--- src/rtl/mips_bus_pkg.sv ---
// Shared types and constants for the mips_cpu_bus fetch/data arbiter.
package mips_bus_pkg;

    typedef enum logic [1:0] {
        IDLE    = 2'd0,
        GRANT_I = 2'd1,
        GRANT_D = 2'd2
    } arb_state_t;

    typedef enum logic {
        M_I = 1'b0,
        M_D = 1'b1
    } master_id_t;

    localparam int MIPS_BUS_ADDR_W = 32;
    localparam int MIPS_BUS_DATA_W = 32;

    // Read data handed back to the master when the watchdog aborts a transfer.
    localparam logic [31:0] ARB_ABORT_DATA = 32'h0;

endpackage

--- src/rtl/mips_bus_watchdog.sv ---
// Stall watchdog for the bus arbiter: counts slave waitrequest cycles while a
// grant is held and flags expiry on the last permitted stall cycle.
module mips_bus_watchdog #(
    parameter int TIMEOUT = 16
) (
    input  logic clk,
    input  logic reset,
    input  logic clear,
    input  logic enable,
    input  logic stall,
    output logic expire
);

    localparam int CNT_W = $clog2(TIMEOUT + 1);
    localparam logic [CNT_W-1:0] CNT_LAST = CNT_W'(TIMEOUT - 1);
    localparam logic [CNT_W-1:0] CNT_SAT  = CNT_W'(TIMEOUT);

    logic [CNT_W-1:0] wd_cnt_q;
    logic [CNT_W-1:0] wd_cnt_d;

    // Next count: clear while idle, count stalled grant cycles, hold at saturation.
    always_comb begin
        wd_cnt_d = wd_cnt_q;
        if (clear) begin
            wd_cnt_d = '0;
        end else if (enable && stall && (wd_cnt_q != CNT_SAT)) begin
            wd_cnt_d = wd_cnt_q + CNT_W'(1);
        end
    end

    // Counter register.
    always_ff @(posedge clk or posedge reset) begin
        if (reset) begin
            wd_cnt_q <= '0;
        end else begin
            wd_cnt_q <= wd_cnt_d;
        end
    end

    assign expire = enable && stall && (wd_cnt_q == CNT_LAST);

endmodule

--- src/rtl/mips_bus_arbiter.sv ---
// Two-master arbiter sharing the mips_cpu_bus slave port between instruction
// fetch and load/store. Optional macro MIPS_ARB_ROUND_ROBIN_EN switches tie
// resolution from fixed data-over-fetch priority to round robin.
module mips_bus_arbiter
    import mips_bus_pkg::*;
#(
    parameter int ADDR_W  = MIPS_BUS_ADDR_W,
    parameter int DATA_W  = MIPS_BUS_DATA_W,
    parameter int TIMEOUT = 16
) (
    input  logic                clk,
    input  logic                reset,

    input  logic [ADDR_W-1:0]   i_address,
    input  logic                i_read,
    output logic [DATA_W-1:0]   i_readdata,
    output logic                i_waitrequest,

    input  logic [ADDR_W-1:0]   d_address,
    input  logic                d_read,
    input  logic                d_write,
    input  logic [DATA_W-1:0]   d_writedata,
    input  logic [DATA_W/8-1:0] d_byteenable,
    output logic [DATA_W-1:0]   d_readdata,
    output logic                d_waitrequest,

    output logic [ADDR_W-1:0]   s_address,
    output logic                s_read,
    output logic                s_write,
    output logic [DATA_W-1:0]   s_writedata,
    output logic [DATA_W/8-1:0] s_byteenable,
    input  logic [DATA_W-1:0]   s_readdata,
    input  logic                s_waitrequest,

    output logic                grant_i,
    output logic                grant_d,
    output logic                bus_error
);

    arb_state_t state_q;
    logic       grant_i_q;
    logic       grant_d_q;
    logic       req_i;
    logic       req_d;
    logic       req_g;
    logic       pick_d;
    logic       complete;
    logic       abort;
    logic       xfer_end;
    logic       wd_expire;
    logic [DATA_W-1:0] grant_rdata;

`ifdef MIPS_ARB_ROUND_ROBIN_EN
    master_id_t last_grant_q;
`endif

    assign req_i = i_read;
    assign req_d = d_read | d_write;

    // Data wins a tie unless round robin says fetch's turn has come.
`ifdef MIPS_ARB_ROUND_ROBIN_EN
    assign pick_d = req_d && (!req_i || (last_grant_q == M_I));
`else
    assign pick_d = req_d;
`endif

    assign req_g = (state_q == GRANT_I) ? req_i :
                   (state_q == GRANT_D) ? req_d : 1'b0;

    // Abort only applies while the granted master is still asking; a dropped
    // request just falls back to IDLE silently.
    assign complete  = req_g && !s_waitrequest;
    assign abort     = req_g && wd_expire;
    assign xfer_end  = complete || abort;
    assign bus_error = abort;

    assign grant_rdata = complete ? s_readdata :
                         abort    ? DATA_W'(ARB_ABORT_DATA) : '0;

    mips_bus_watchdog #(
        .TIMEOUT (TIMEOUT)
    ) u_watchdog (
        .clk    (clk),
        .reset  (reset),
        .clear  (state_q == IDLE),
        .enable (state_q != IDLE),
        .stall  (s_waitrequest),
        .expire (wd_expire)
    );

    // Arbitration FSM with registered grant flags.
    always_ff @(posedge clk or posedge reset) begin
        if (reset) begin
            state_q      <= IDLE;
            grant_i_q    <= 1'b0;
            grant_d_q    <= 1'b0;
`ifdef MIPS_ARB_ROUND_ROBIN_EN
            last_grant_q <= M_D;
`endif
        end else begin
            case (state_q)
                IDLE: begin
                    if (pick_d) begin
                        state_q      <= GRANT_D;
                        grant_d_q    <= 1'b1;
                        grant_i_q    <= 1'b0;
`ifdef MIPS_ARB_ROUND_ROBIN_EN
                        last_grant_q <= M_D;
`endif
                    end else if (req_i) begin
                        state_q      <= GRANT_I;
                        grant_i_q    <= 1'b1;
                        grant_d_q    <= 1'b0;
`ifdef MIPS_ARB_ROUND_ROBIN_EN
                        last_grant_q <= M_I;
`endif
                    end
                end
                GRANT_I, GRANT_D: begin
                    if (!req_g || xfer_end) begin
                        state_q   <= IDLE;
                        grant_i_q <= 1'b0;
                        grant_d_q <= 1'b0;
                    end
                end
                default: begin
                    state_q   <= IDLE;
                    grant_i_q <= 1'b0;
                    grant_d_q <= 1'b0;
                end
            endcase
        end
    end

    assign grant_i = grant_i_q;
    assign grant_d = grant_d_q;

    // Route the granted master onto the slave port and steer responses back.
    always_comb begin
        s_address     = '0;
        s_read        = 1'b0;
        s_write       = 1'b0;
        s_writedata   = '0;
        s_byteenable  = '0;
        i_readdata    = '0;
        d_readdata    = '0;
        i_waitrequest = req_i;
        d_waitrequest = req_d;
        case (state_q)
            GRANT_I: begin
                s_address     = i_address;
                s_read        = i_read;
                s_byteenable  = '1;
                i_waitrequest = !xfer_end;
                i_readdata    = grant_rdata;
                d_waitrequest = 1'b1;
            end
            GRANT_D: begin
                s_address     = d_address;
                s_read        = d_read;
                s_write       = d_write;
                s_writedata   = d_writedata;
                s_byteenable  = d_byteenable;
                d_waitrequest = !xfer_end;
                d_readdata    = grant_rdata;
                i_waitrequest = 1'b1;
            end
            default: ;
        endcase
    end

endmodule

--- config.mk ---
export PLATFORM = sky130hd
export DESIGN_NAME = mips_bus_arbiter
export DESIGN_NICKNAME = d
export VERILOG_FILES = /design/src/rtl/mips_bus_pkg.sv /design/src/rtl/mips_bus_watchdog.sv /design/src/rtl/mips_bus_arbiter.sv
export SDC_FILE = /design/constraint.sdc
export NUM_CORES = 1
export LEC_CHECK = 0
export ABC_AREA = 1
export CAP_MARGIN = 20
export CORE_AREA = 4 4 105 107
export DETAILED_ROUTE_END_ITERATION = 12
export DIE_AREA = 0 0 109 111
export MAX_ROUTING_LAYER = met4
export PLACE_DENSITY = 0.67
export SLEW_MARGIN = 20
export SYNTH_ARGS = -nofsm -noshare
export SYNTH_HDL_FRONTEND = slang
export SYNTH_SLANG_ARGS = --single-unit
--- constraint.sdc ---
create_clock -name clk -period 2.7 [get_ports clk]
set_clock_uncertainty 0.15 [all_clocks]
set_input_delay 0.675 -clock clk [delete_from_list [all_inputs] [get_ports clk]]
set_output_delay 0.675 -clock clk [all_outputs]
set_load 0.03 [all_outputs]
==> reports/metrics.yaml, run 1 <==
status: "finished, violations left"
failed_checks: "negative setup slack"
grt_pass1_wl_mm: 18.3
leakagePower_nw: 2.83
htreeDepth: 1
final_cell_mix: "clkdlybuf4s50_1, nand2_1, buf_4"
die_w_um: 109
grt_max_degree: 73
crit_path_end_kind: "primary output"
yosysUniqueCellTypes: 17
swShare_pct: 54.7
num_vias: 3668
worstSetupStartpointType: "flip-flop"
ant_nets: 0
diodes: 0
cts_sinks: 7
total_power_mw: 4.04
finish.utilization_pct: 57.1
syn_area_mm2: 0.00188
crit_family: "buffers and inverters"
cts_buffers: 3
worst_pin_slew_ns: 0.535
drt_iter0_drc: 272
io_pins: 277
p_int_mw: 1.83
min_period_ns: 2.83
nets: 841
fin_crit_sh_pct: 105
synthCells: 404
avgSynthCellArea_um2: 4.66
hp-class: "reg2reg"
fmax_mhz: 354
finalSetupViolations: 58
clkSlewWorstSetupHoldPaths_ns: 0.04
drt-vias-per-instance: 4.41
arrival_ns: 2.00
p_sw_mw: 2.21
worst_path_max_delay_cell: "dfrtp_2"
die_h_um: 111
share_comb_of_total_power_pct: 92.1
gp_congestion: 0.974
die_area_mm2: 0.0121
antenna_found_initial: 0
grt_pass1_vias: 3660
powerDensity_mw_per_mm2: 697
dp_hpwl_mm: 9.33
overflow: 0
critPathMaxFanout: 9
slew_violations: 0
cts_root_buf: "clkbuf_8"
cts_buffer_depth: 2
wl_mm: 12.7
pwr-share-seq_pct: 4.2
layout_commonest_cell: "clkdlybuf4s50_1"
maxCapViolations: 0
fin_tns_setup_ns: -3.34
insertion_delay_ns: 0.23
initial_core_util_pct: 18.6
rr_startpoint: "u_watchdog.wd_cnt_q[0]$_DFFE_PP0P_"
area_growth_pct: 208
ys_warn_count: 0
synth_seq_cells: 7
pre_cts_slack_ns: -0.335
holdWs_ns: 0.417
io_buffers: 276
hold_start: "grant_d$_DFFE_PP0P_"
layout_setup_ws_ns: -0.126
core_area_mm2: 0.0101
drc: 0
relSlewSlack_pct: 64.3
crit_buf_inv: 7
synth_nets: 548
path_cells: "inv_2, ha_4, inv_2, nor2_2, nand2_2, nand2_4, inv_4, nor2_8, buf_12, buf_12, buf_16, nand2_1, nor2_2, buf_6"
clkPwrFrac_pct: 3.7
grtUsageTotal_pct: 19.1
seq_area_frac_synth_pct: 9.30
crit_type: "reg2out"
first_pass_iters: 7
rsz0062_at_grt: "true"
num_rows: 37
max_stage_delay_ns: 0.43
wl_per_cell_um: 15.3
cp-startpoint: "state_q[0]$_DFFE_PP0P_"
cts_tree: "done"
irDropWorstVdd_mv: 0.437
hold_viol: 0
required_ns: 1.88
layout-drive-gt1-share_pct: 43.7
## cell usage after synthesis (all sizes together)
library cell / n / share of area [%]
buf: 12 / 3.8
inv: 82 / 16
ha: 6 / 4.0
xor2: 1 / 0.47
nand3: 42 / 11
xnor2: 1 / 0.47
o22ai: 1 / 0.33
o21ai: 5 / 1.3
a21oi: 39 / 10
dfrtp: 7 / 9.3
clkbuf: 17 / 3.4
nand4: 1 / 0.33
nand2: 148 / 30
nor2: 42 / 9.2
## per-stage QoR
step / area [µm²] / std cells
2_1_floorplan: 1960 / 404
3_3_place_gp: 4740 / 803
3_5_place_dp: 4740 / 803
4_1_cts: 5480 / 824
5_1_grt: 5790 / 832
6_report: 5790 / 832
## path summary, 6_finish.rpt
kind	end	slack [ns]	cells after the start
worst min-delay path	grant_d$_DFFE_PP0P_	0.42	2
worst max register to register	grant_d$_DFFE_PP0P_	0.91	10
max in group asynchronous	grant_d$_DFFE_PP0P_	1.59	2
worst max-delay path	d_readdata[16]	-0.13	14
min in group asynchronous	u_watchdog.wd_cnt_q[1]$_DFFE_PP0P_	0.56	2
worst min register to register	grant_d$_DFFE_PP0P_	0.42	2
## final cells by class
cell class / count / area (µm²)
inverters: 82 / 315
well taps: 136 / 170
flip-flops and latches: 7 / 178
clock buffers: 4 / 45.0
multi-input cells: 286 / 1710
repair buffers: 317 / 3380
fillers: 877 / 4350
## kinds of logic (layout without fill, tap and decap cells)
kind of cell    after synthesis  after routing  share of synthesized area, %
flops                         7              7                          9.30
fa+ha+maj                     6              6                          3.99
simple gates                233            233                          50.2
xor+xnor                      2              2                         0.930
buf+inv                     111            403                          23.5
compound gates               45             45                          12.0
## power by group through the flow
stage / Clock [mW] / Combinational (mW) / Sequential (mW)
5_1_grt: 0.160 / 3.94 / 0.173
4_1_cts: 0.152 / 3.39 / 0.167
6_report: 0.151 / 3.72 / 0.169
3_3_place_gp: 0 / 2.96 / 0.162
3_5_place_dp: 0 / 3.00 / 0.163
2_1_floorplan: 0 / 1.69 / 0.175
## registers in the layout (all words and copies together), names as in the netlist
signal               flops
state_q                  1
grant_d                  1
u_watchdog.wd_cnt_q      5
## tightest hold or removal path, cell delays in order, from the launching register on
cell and delay, ns:
dfrtp_2 0.40, nand2_1 0.07, nand2_1 0.06
## metal layers
layer	wire length (µm)	vias up	global-route usage, %	share of wire [%]
li1	-	1787	-	-
met1	4620	1647	18.8	36
met2	6730	206	37.1	53
met3	1060	28	3.96	8.3
met4	329	0	4.71	2.6
met5	0	-	-	0
## what timing repair did
item	CTS	global route
hold buffers	0	0
resized for setup	135	70
setup endpoints to repair	69	102
gates cloned	5	2
pin swaps	7	9
buffers inserted	12	10
No activity file was read; power rests on OpenSTA's default activity.
==> run 2: changes to the inputs <==
Settings changed: SKIP_LAST_GASP set to 1.
==> run 2 against run 1 <==
Effect of this change:
- the run still ends with negative setup slack left
- critical path type is now in2out
- hold slack better by 0.0059 ns
- global-route usage is essentially flat
- combinational power hardly changed
- die area did not move
- largest power group unchanged
- critical path depth decreased by 1
==> reports/metrics.yaml, run 2 (synthesized netlist as in run 1, its figures left out) <==
num_rows: 37  # unchanged
crit_buf_inv: 7  # unchanged
gp_congestion: 0.974  # unchanged
num_vias: 3651  # was 3668
status: "finished, violations left"  # unchanged
area_growth_pct: 209  # was 208%
n_fill_cell: 878  # was 877
crit_type: "in2out"  # was reg2out
worstSetupStartpointType: "input port"  # was flip-flop
hold_viol: 0  # unchanged
multiInputGateArea_mm2: 0.00173  # was 0.00171 mm²
rr_startpoint: "state_q[0]$_DFFE_PP0P_"  # was u_watchdog.wd_cnt_q[0]$_DFFE_PP0P_
layout_setup_ws_ns: -0.118  # was -0.126 ns
die_area_mm2: 0.0121  # unchanged
critPathMaxFanout: 9  # unchanged
failed_checks: "negative setup slack"  # unchanged
cts_sinks: 7  # unchanged
wl_per_cell_um: 15.4  # was 15.3 µm
min_period_ns: 2.82  # was 2.83 ns
cp-startpoint: "d_read"  # was state_q[0]$_DFFE_PP0P_
antenna_found_initial: 0  # unchanged
ff_latch_area_um2: 178  # unchanged
die_h_um: 111  # unchanged
layout-drive-gt1-share_pct: 43.5  # was 43.7%
powerDensity_mw_per_mm2: 698  # was 697 mW/mm²
drc: 0  # unchanged
irDropWorstVdd_mv: 0.432  # was 0.437 mV
final_cell_mix: "clkdlybuf4s50_1, nand2_1, buf_4"  # unchanged
initial_core_util_pct: 18.6  # unchanged
die_w_um: 109  # unchanged
layout_commonest_cell: "clkdlybuf4s50_1"  # unchanged
drt-vias-per-instance: 4.38  # was 4.41
grtUsageTotal_pct: 19.1  # about the same
relSlewSlack_pct: 64.3  # about the same
leakagePower_nw: 2.84  # was 2.83 nW
dp_hpwl_mm: 9.33  # unchanged
finalSetupViolations: 56  # was 58
worst_pin_slew_ns: 0.536  # was 0.535 ns
total_power_mw: 4.07  # was 4.04 mW
cts_root_buf: "clkbuf_8"  # unchanged
max_stage_delay_ns: 0.22  # was 0.43 ns
ant_nets: 0  # unchanged
pre_cts_slack_ns: -0.335  # unchanged
crit_path_end_kind: "primary output"  # unchanged
cts_tree: "done"  # unchanged
crit_family: "buffers and inverters"  # unchanged
path_cells: "dlygate4sd2_1, inv_1, nand2_2, nand2_2, nand2_4, inv_4, nor2_8, buf_12, buf_12, buf_16, nand2_1, nor2_2, buf_6"  # was inv_2, ha_4, inv_2, nor2_2, nand2_2, nand2_4, inv_4, nor2_8, buf_12, buf_12, buf_16, nand2_1, nor2_2, buf_6
io_pins: 277  # unchanged
htreeDepth: 1  # unchanged
slew_violations: 0  # unchanged
worst_path_max_delay_cell: "dlygate4sd2_1"  # was dfrtp_2
core_area_mm2: 0.0101  # unchanged
fin_tns_setup_ns: -2.85  # was -3.34 ns
nets: 842  # was 841
clkSlewWorstSetupHoldPaths_ns: 0.04  # about the same
maxCapViolations: 0  # unchanged
fmax_mhz: 355  # was 354 MHz
overflow: 0  # unchanged
wl_mm: 12.8  # was 12.7 mm
cts_buffer_depth: 2  # unchanged
drt_iter0_drc: 234  # was 272
cts_buffers: 3  # unchanged
rsz0062_at_grt: "true"  # unchanged
grt_max_degree: 73  # unchanged
regMostFlops: "u_watchdog.wd_cnt_q"  # unchanged
hp-class: "reg2reg"  # unchanged
arrival_ns: 1.99  # was 2.00 ns
grt_pass1_vias: 3649  # was 3660
io_buffers: 276  # unchanged
grt_pass1_wl_mm: 18.3  # about the same
first_pass_iters: 4  # was 7
required_ns: 1.88  # about the same
hold_start: "u_watchdog.wd_cnt_q[4]$_DFFE_PP0P_"  # was grant_d$_DFFE_PP0P_
diodes: 0  # unchanged
insertion_delay_ns: 0.23  # about the same
largest_reg_flops: 5  # unchanged
fin_crit_sh_pct: 104  # was 105%
-- run 2: changes by cell type in the layout (fill, tap and decap cells not counted), sizes merged --
cell  before  now
buf      177  178
-- run 2: worst min-delay path, cell delays in order (launching register included) --
cell     delay, ns
dfrtp_1       0.33
inv_1         0.06
o22ai_1       0.13
-- run 2: layout make-up --
cell class	instances	area share, %
sequential	7	3.05
timing repair buffer	318	58.2
tap	136	2.92
multi-input combinational	286	29.8
inverter	82	5.33
clock buffer	4	0.773
-- run 2: final timing paths --
path / to / slack [ns] / cells past startpoint
hold / removal: u_watchdog.wd_cnt_q[4]$_DFFE_PP0P_ / 0.42 / 2
max in group asynchronous: grant_d$_DFFE_PP0P_ / 1.59 / 2
min in group asynchronous: u_watchdog.wd_cnt_q[1]$_DFFE_PP0P_ / 0.56 / 2
setup / recovery: d_readdata[16] / -0.12 / 13
hold reg to reg: u_watchdog.wd_cnt_q[4]$_DFFE_PP0P_ / 0.42 / 2
setup reg to reg: u_watchdog.wd_cnt_q[3]$_DFFE_PP0P_ / 0.84 / 10
-- run 2: through the flow --
step	utilization, %	hold slack, ns	cell area (µm²)	instances
detailed placement	46.8	0.382	4740	803
finish	57.5	0.423	5830	833
global placement	46.8	0.387	4740	803
global route	57.5	0.447	5830	833
floorplan	-	0.328	1960	404
CTS	53.9	0.411	5470	824
-- run 2: repair_timing --
item                                    CTS  global route
endpoints found under the setup margin   69           102
cloned                                    5             2
pin swaps                                 7             9
hold buffers                              0             0
resized for setup                       131            75
buffers inserted                         12            10
-- run 2: where the power goes --
part,internal (mW),switching (mW),total [mW]
clock network,0.102,0.0484,0.151
registers,0.135,0.0355,0.170
logic,1.59,2.15,3.75
total,1.83,2.24,4.07
-- run 2: metal layers --
metal | vias up | share of wire (%) | global-route usage [%]
li1 | 1789 | - | -
met1 | 1639 | 36 | 18.9
met2 | 201 | 53 | 36.9
met3 | 22 | 8.8 | 3.96
met4 | 0 | 2.0 | 4.71
met5 | - | 0 | -
